**src/rtl/iq_scheduler_pkg.sv**
```systemverilog
`default_nettype none
// ============================================================================
// Package  : iq_scheduler_pkg
// Purpose  : Width constants shared by the issue-queue scheduler, its
//            handshake interface and the age-matrix sub-module.
// Contents : PREG_LENGTH - physical register tag width
// Revision : 1.0 - initial release
// ============================================================================
package iq_scheduler_pkg;

  // Physical register tag width, common to rename, entries and writeback.
  localparam int PREG_LENGTH = 7;

endpackage : iq_scheduler_pkg
`default_nettype wire

```
**src/rtl/iq_scheduler_if.sv**
```systemverilog
`default_nettype none
// ============================================================================
// Interface: iq_scheduler_if
// Purpose  : Dispatch and issue handshakes of one issue queue.
// Signals  : disp_valid/disp_ready - dispatch to queue enqueue handshake
//            issue_valid/issue_idx - selected entry offered to the FU
//            fu_ready              - FU accepts the offered entry
// Modports : master - scheduler side (drives disp_ready and issue_*)
//            slave  - dispatch/FU side (drives disp_valid and fu_ready)
// Revision : 1.0 - initial release
// ============================================================================
interface iq_scheduler_if
  import iq_scheduler_pkg::*;
#(
  parameter int DEPTH = 8,
  parameter int IDX_W = $clog2(DEPTH)
);

  logic             disp_valid;
  logic             disp_ready;
  logic             issue_valid;
  logic [IDX_W-1:0] issue_idx;
  logic             fu_ready;

  modport master (
    input  disp_valid,
    input  fu_ready,
    output disp_ready,
    output issue_valid,
    output issue_idx
  );

  modport slave (
    output disp_valid,
    output fu_ready,
    input  disp_ready,
    input  issue_valid,
    input  issue_idx
  );

endinterface : iq_scheduler_if
`default_nettype wire

```
**src/rtl/iq_age_matrix.sv**
```systemverilog
`default_nettype none
// ============================================================================
// Module   : iq_age_matrix
// Purpose  : Relative-age tracking for the issue-queue entries and
//            oldest-ready selection.
// Ports    : clock         - clock
//            reset_n       - synchronous active-low reset
//            enq_onehot    - entry being allocated this cycle (0 or 1 hot)
//            ready         - per-entry ready-to-issue vector
//            oldest_onehot - oldest ready entry (one-hot, 0 if none ready)
// Revision : 1.0 - initial release
// ============================================================================
module iq_age_matrix
  import iq_scheduler_pkg::*;
#(
  parameter int DEPTH = 8
) (
  input  logic             clock,
  input  logic             reset_n,
  input  logic [DEPTH-1:0] enq_onehot,
  input  logic [DEPTH-1:0] ready,
  output logic [DEPTH-1:0] oldest_onehot
);

  // r_age[i][j] = 1 : entry i is older than entry j.
  logic [DEPTH-1:0] r_age [DEPTH];
  logic [DEPTH-1:0] w_blocked;

  // A newly allocated entry becomes younger than every other entry: its row
  // is cleared and its column is set. The row clear takes precedence, which
  // also keeps the diagonal at 0.
  always_ff @(posedge clock) begin
    if (!reset_n) begin
      for (int i = 0; i < DEPTH; i++) begin
        r_age[i] <= '0;
      end
    end else begin
      for (int i = 0; i < DEPTH; i++) begin
        for (int j = 0; j < DEPTH; j++) begin
          if (enq_onehot[i]) begin
            r_age[i][j] <= 1'b0;
          end else if (enq_onehot[j]) begin
            r_age[i][j] <= 1'b1;
          end
        end
      end
    end
  end

  // An entry is blocked when any ready entry is older than it.
  always_comb begin
    w_blocked = '0;
    for (int i = 0; i < DEPTH; i++) begin
      for (int j = 0; j < DEPTH; j++) begin
        w_blocked[i] = w_blocked[i] | (ready[j] & r_age[j][i]);
      end
    end
  end

  assign oldest_onehot = ready & ~w_blocked;

endmodule : iq_age_matrix
`default_nettype wire

```
**src/rtl/iq_scheduler.sv**
```systemverilog
`default_nettype none
// ============================================================================
// Module   : iq_scheduler
// Purpose  : Allocation, age-ordered select and writeback wakeup for one
//            issue queue built from iq_entry instances.
// Ports    : clock, reset_n        - clock, synchronous active-low reset
//            flush                 - discard the whole queue this cycle
//            bus (master)          - dispatch and issue handshakes
//            enq_valid_vec         - one-hot enqueue write enable to entries
//            entry_valid/ready     - per-entry valid and ready_to_go
//            entry_prs1/prs2       - flattened per-entry source tags
//            wb_valid, wb_prd      - writeback broadcast
//            wakeup_src1/src2      - per-entry source wakeup strobes
//            issuing_vec           - one-hot issue strobe to entries
//            occupancy             - registered count of valid entries
// Revision : 1.0 - initial release
// ============================================================================
module iq_scheduler
  import iq_scheduler_pkg::*;
#(
  parameter int DEPTH = 8,
  parameter int IDX_W = $clog2(DEPTH)
) (
  input  logic                         clock,
  input  logic                         reset_n,
  input  logic                         flush,
  iq_scheduler_if.master               bus,
  output logic [DEPTH-1:0]             enq_valid_vec,
  input  logic [DEPTH-1:0]             entry_valid,
  input  logic [DEPTH-1:0]             entry_ready,
  input  logic [DEPTH*PREG_LENGTH-1:0] entry_prs1,
  input  logic [DEPTH*PREG_LENGTH-1:0] entry_prs2,
  input  logic                         wb_valid,
  input  logic [PREG_LENGTH-1:0]       wb_prd,
  output logic [DEPTH-1:0]             wakeup_src1,
  output logic [DEPTH-1:0]             wakeup_src2,
  output logic [DEPTH-1:0]             issuing_vec,
  output logic [IDX_W:0]               occupancy
);

  localparam logic [DEPTH-1:0] c_one = {{(DEPTH-1){1'b0}}, 1'b1};

  logic [DEPTH-1:0] w_free;
  logic [DEPTH-1:0] w_enq_onehot;
  logic [DEPTH-1:0] w_oldest;
  logic [IDX_W-1:0] w_sel_idx;
  logic [IDX_W-1:0] w_issue_idx;
  logic             w_disp_ready;
  logic             w_enq_fire;
  logic             w_issue_valid;
  logic             w_issue_fire;
  logic [IDX_W:0]   r_occupancy;

  // --------------------------------------------------------------------------
  // Allocation. An entry issuing this cycle is still valid, so it can never
  // be the enqueue target in the same cycle.
  // --------------------------------------------------------------------------
  assign w_free       = ~entry_valid;
  // x & (~x + 1) isolates the lowest set bit: the lowest-index free entry.
  assign w_enq_onehot = w_free & (~w_free + c_one);
  assign w_disp_ready = (|w_free) & ~flush;
  assign w_enq_fire   = bus.disp_valid & w_disp_ready;

  assign enq_valid_vec  = w_enq_onehot & {DEPTH{w_enq_fire}};
  assign bus.disp_ready = w_disp_ready;

  // --------------------------------------------------------------------------
  // Age tracking and oldest-ready select
  // --------------------------------------------------------------------------
  iq_age_matrix #(
    .DEPTH (DEPTH)
  ) u_age_matrix (
    .clock         (clock),
    .reset_n       (reset_n),
    .enq_onehot    (enq_valid_vec),
    .ready         (entry_ready),
    .oldest_onehot (w_oldest)
  );

  // OR-encode of a one-hot vector.
  always_comb begin
    w_sel_idx = '0;
    for (int i = 0; i < DEPTH; i++) begin
      if (w_oldest[i]) begin
        w_sel_idx = w_sel_idx | IDX_W'(i);
      end
    end
  end

  // Selection is recomputed every cycle; a stalled offer may be displaced by
  // an older entry that becomes ready.
  assign w_issue_valid = (|entry_ready) & ~flush;
  assign w_issue_idx   = w_issue_valid ? w_sel_idx : '0;
  assign w_issue_fire  = w_issue_valid & bus.fu_ready;

  assign bus.issue_valid = w_issue_valid;
  assign bus.issue_idx   = w_issue_idx;
  assign issuing_vec     = (c_one << w_issue_idx) & {DEPTH{w_issue_fire}};

  // --------------------------------------------------------------------------
  // Writeback wakeup (combinational, same cycle as wb_valid)
  // --------------------------------------------------------------------------
  for (genvar i = 0; i < DEPTH; i++) begin : g_wakeup
    assign wakeup_src1[i] = wb_valid & entry_valid[i] &
                            (entry_prs1[i*PREG_LENGTH +: PREG_LENGTH] == wb_prd);
    assign wakeup_src2[i] = wb_valid & entry_valid[i] &
                            (entry_prs2[i*PREG_LENGTH +: PREG_LENGTH] == wb_prd);
  end

  // --------------------------------------------------------------------------
  // Occupancy. Entries update on the same edge, so the count always tracks
  // the number of valid entries.
  // --------------------------------------------------------------------------
  always_ff @(posedge clock) begin
    if (!reset_n) begin
      r_occupancy <= '0;
    end else if (flush) begin
      r_occupancy <= '0;
    end else begin
      r_occupancy <= r_occupancy + (IDX_W+1)'(w_enq_fire) - (IDX_W+1)'(w_issue_fire);
    end
  end

  assign occupancy = r_occupancy;

  a_occ_matches_valid : assert property (
    @(posedge clock) disable iff (!reset_n)
      $countones(entry_valid) == 32'(r_occupancy)
  );

  a_occ_bounded : assert property (
    @(posedge clock) disable iff (!reset_n)
      32'(r_occupancy) <= DEPTH
  );

endmodule : iq_scheduler
`default_nettype wire

```
**src/flat_wrapper.sv**
```systemverilog
// flat-port wrapper written by rule: the top's interface ports become plain ports
module iq_scheduler_flat import iq_scheduler_pkg::*;
#(
  parameter int DEPTH = 8,
  parameter int IDX_W = $clog2(DEPTH)
)
  (clock, reset_n, flush, enq_valid_vec, entry_valid, entry_ready, entry_prs1, entry_prs2, wb_valid, wb_prd, wakeup_src1, wakeup_src2, issuing_vec, occupancy, bus_disp_valid, bus_fu_ready, bus_disp_ready, bus_issue_valid, bus_issue_idx);
  iq_scheduler_if #(.DEPTH(DEPTH), .IDX_W(IDX_W)) bus_i ();
  input  logic clock;
  input  logic reset_n;
  input  logic flush;
  output logic [DEPTH-1:0] enq_valid_vec;
  input  logic [DEPTH-1:0] entry_valid;
  input  logic [DEPTH-1:0] entry_ready;
  input  logic [DEPTH*PREG_LENGTH-1:0] entry_prs1;
  input  logic [DEPTH*PREG_LENGTH-1:0] entry_prs2;
  input  logic wb_valid;
  input  logic [PREG_LENGTH-1:0] wb_prd;
  output logic [DEPTH-1:0] wakeup_src1;
  output logic [DEPTH-1:0] wakeup_src2;
  output logic [DEPTH-1:0] issuing_vec;
  output logic [IDX_W:0] occupancy;
  input wire logic [$bits(bus_i.disp_valid)-1:0] bus_disp_valid;
  input wire logic [$bits(bus_i.fu_ready)-1:0] bus_fu_ready;
  output wire logic [$bits(bus_i.disp_ready)-1:0] bus_disp_ready;
  output wire logic [$bits(bus_i.issue_valid)-1:0] bus_issue_valid;
  output wire logic [$bits(bus_i.issue_idx)-1:0] bus_issue_idx;
  assign bus_i.disp_valid = bus_disp_valid;
  assign bus_i.fu_ready = bus_fu_ready;
  assign bus_disp_ready = bus_i.disp_ready;
  assign bus_issue_valid = bus_i.issue_valid;
  assign bus_issue_idx = bus_i.issue_idx;
  iq_scheduler #(.DEPTH(DEPTH), .IDX_W(IDX_W)) u_core (.clock(clock), .reset_n(reset_n), .flush(flush), .bus(bus_i), .enq_valid_vec(enq_valid_vec), .entry_valid(entry_valid), .entry_ready(entry_ready), .entry_prs1(entry_prs1), .entry_prs2(entry_prs2), .wb_valid(wb_valid), .wb_prd(wb_prd), .wakeup_src1(wakeup_src1), .wakeup_src2(wakeup_src2), .issuing_vec(issuing_vec), .occupancy(occupancy));
endmodule
```
**config.mk**
```make
export PLATFORM = sky130hd
export DESIGN_NAME = iq_scheduler_flat
export DESIGN_NICKNAME = d
export VERILOG_FILES = /design/src/rtl/iq_scheduler_pkg.sv /design/src/rtl/iq_scheduler_if.sv /design/src/rtl/iq_age_matrix.sv /design/src/rtl/iq_scheduler.sv /design/src/flat_wrapper.sv
export SDC_FILE = /design/constraint.sdc
export NUM_CORES = 1
export LEC_CHECK = 0
export BUFFER_PORTS_ARGS = -buffer_cell sky130_fd_sc_hd__buf_4
export CORE_MARGIN = 5
export CORE_UTILIZATION = 53
export DETAILED_ROUTE_END_ITERATION = 16
export GPL_TIMING_DRIVEN = 1
export MAX_ROUTING_LAYER = met4
export PLACE_DENSITY = 0.84
export SLEW_MARGIN = 20
export SYNTH_ARGS = -nofsm -noshare
export SYNTH_HDL_FRONTEND = slang
export SYNTH_SLANG_ARGS = --single-unit
export TNS_END_PERCENT = 100
```
**constraint.sdc**
```tcl
create_clock -name clock -period 3.1 [get_ports clock]
set_clock_uncertainty 0.2 [all_clocks]
set_input_delay 0 -clock clock [delete_from_list [all_inputs] [get_ports clock]]
set_output_delay 0 -clock clock [all_outputs]
set_load 0.03 [all_outputs]
```
==> metrics.yaml <==
hold_end: "u_core.u_age_matrix.r_age[1][21]"
r2r_setup_slack_ps: 1290
yosys_warnings: 0
clkTransAtPathRegs_ps: 110
rr_startpoint: "u_core.occupancy[0]"
clock_path_buffers: 2
routed_wl_um: 14300
end_kind: "flop"
cts.sinks: 53
status: "finished clean"
p_total_w: 0.00184
io_pins: 182
wl_per_cell_um: 19.7
slew-limit-headroom: 0.420
ant_nets: 0
dp_hpwl_um: 11300
layout-drive-gt1-share: 0.354
clock-root-buffer: "clkbuf_8"
worst-path-max-fanout: 31
setup_viol: 0
num_vias: 4226
core_um2: 7810
hold_class: "in -> reg"
dieArea_um2: 10000
worst_r2r_endpoint: "u_core.occupancy[2]"
synth.distinct_cells: 50
rr_worst_depth: 8
grt_pass1_vias: 4209
num_rows: 32
clock_latency_ps: 300
async_flop_share: 0
power_density_nw_per_um2: 319
final_cell_mix: "buf_4 (184), xnor2_1 (81), edfxtp_1 (49)"
antenna_found_initial: 0
rsz0062_at_grt: "false"
worst_pin_slew_ps: 869
hold_path_depth: 3
overflow: 0
die_x_um: 100
critical_path.cell_chain: "dlygate4sd3_1 > buf_4 > inv_1 > buf_4 > nor4_1 > dlygate4sd3_1"
startpoint_type: "primary input"
grt_pass1_wl_um: 22300
fin_crit_ps: 2590
crit_arrival_ps: 2460
nets: 767
drc: 0
cpPeakStageDelay_ps: 640
ys.flop_type: "edfxtp_1"
synthCells: 468
synth_fp_nets: 614
crit_required_ps: 2980
grt.total_usage: 0.293
setup_tns_ps: 0
final_common_cell: "buf_4"
initial_core_util: 0.551
area_growth_syn_to_layout_pct: 33.9
crit_type: "in -> reg"
synth.avg_cell_area_um2: 9.19
ys_seq_area_frac: 0.361
worstHoldStart: "entry_valid[2]"
cts_resized: 0
cpMaxStageDelayCell: "inv_1"
via_per_inst: 5.84
clock.fmax_ghz: 0.387
cts_tree: "yes"
hold_violations: 0
post-route-period-util: 0.834
placement.io_buffers: 181
slew_viol_final: 0
drt_iter0_markers: 398
dpl_cell_area_um2: 5600
ys_ff_latch: 53
grt_max_degree: 32
htreeDepth: 2
dr.pass1.iters: 5
die_y_um: 100
cpLargestDelayFamily: "buffers and inverters"
leakagePower_nw: 2.40
irDropWorstVdd_v: 0.000201
worst-path-buf-inv: 5
synth_edf_count: 49
cts_buffers: 5
drv_cap: 0
place_congestion: 0.975
antenna_cells: 0
finish.instance_area_um2: 5760
syn-cell-area_um2: 4300
==> area by class of cell <==
cell class / count / area (um^2)
repair buffers: 191 / 1450
well taps: 102 / 128
clock buffers: 5 / 68.8
flip-flops and latches: 53 / 1550
clock inverters: 3 / 25.0
fillers: 592 / 2050
multi-input cells: 355 / 2480
inverters: 15 / 56.3
==> power breakdown <==
part | internal (W) | total, W | switching, W
logic | 0.000289 | 0.000583 | 0.000294
registers | 0.000825 | 0.000849 | 0.0000245
clock network | 0.000164 | 0.000406 | 0.000243
==> what timing repair did <==
item	CTS	global route
hold buffers	7	0
endpoints found under the hold margin	34	0
setup buffers	0	0
setup endpoints to repair	0	0
==> stage by stage <==
stage / instances / setup WS, ps / hold WS (ps) / util
after floorplan: 468 / 586 / -90.9 / -
after global placement: 709 / 894 / 155 / 0.717
after detailed placement: 709 / 832 / 151 / 0.717
after CTS: 724 / 547 / 0.00766 / 0.738
after global routing: 724 / 433 / 11.7 / 0.738
final: 724 / 515 / 1.74 / 0.738
==> worst max-delay path by stage <==
stage / from / to / slack, ps / cells after the start
3_5_place_dp: entry_ready[5] / u_core.occupancy[2] / 830 / 12
2_1_floorplan: entry_ready[1] / u_core.occupancy[2] / 590 / 12
5_1_grt: reset_n / u_core.u_age_matrix.r_age[0][13] / 430 / 6
3_3_place_gp: entry_ready[1] / u_core.occupancy[2] / 890 / 12
6_report: reset_n / u_core.u_age_matrix.r_age[0][13] / 510 / 6
4_1_cts: reset_n / u_core.u_age_matrix.r_age[0][13] / 550 / 6
==> worst register-to-register path: stages (launching register included) <==
cell,delay (ps)
dfxtp_1,340
inv_1,40
ha_1,270
inv_1,50
ha_1,160
inv_1,60
fa_1,380
xor2_1,150
nor2_1,60
==> layer usage <==
layer,track usage,vias to the layer above,part of all wire
li1,-,1957,-
met1,0.359,1963,0.37
met2,0.494,266,0.51
met3,0.0521,40,0.092
met4,0.0912,0,0.031
met5,-,-,0
==> synth_stat cells, types with 4 or more instances <==
library cell,n,share of area
a22oi_1,9,0.016
xnor2_1,81,0.16
nand3_1,25,0.029
or3_1,8,0.012
nor2_1,36,0.031
a221oi_1,4,0.0081
nor4_1,40,0.058
dfxtp_1,4,0.019
buf_2,11,0.013
clkbuf_1,25,0.022
ha_1,4,0.012
nand4_1,16,0.023
nand2_1,42,0.037
a22o_1,5,0.010
o21ai_1,4,0.0047
edfxtp_1,49,0.34
inv_1,12,0.010
xor2_1,34,0.069
buf_4,4,0.0070
==> logic make-up (layout without fill, tap and decap cells) <==
logic type	after synthesis	after routing	synth area share
simple gates	201	201	0.263
xor+xnor	115	115	0.234
buf+inv	60	214	0.0625
flops	53	53	0.361
compound gates	34	34	0.0634
fa+ha+maj	5	5	0.0163
==> flip-flops by register name, indices dropped and copies added (netlist names) <==
register,count
u_core.u_age_matrix.r_age,49
u_core.occupancy,4
No activity file was read; power rests on OpenSTA's default activity.
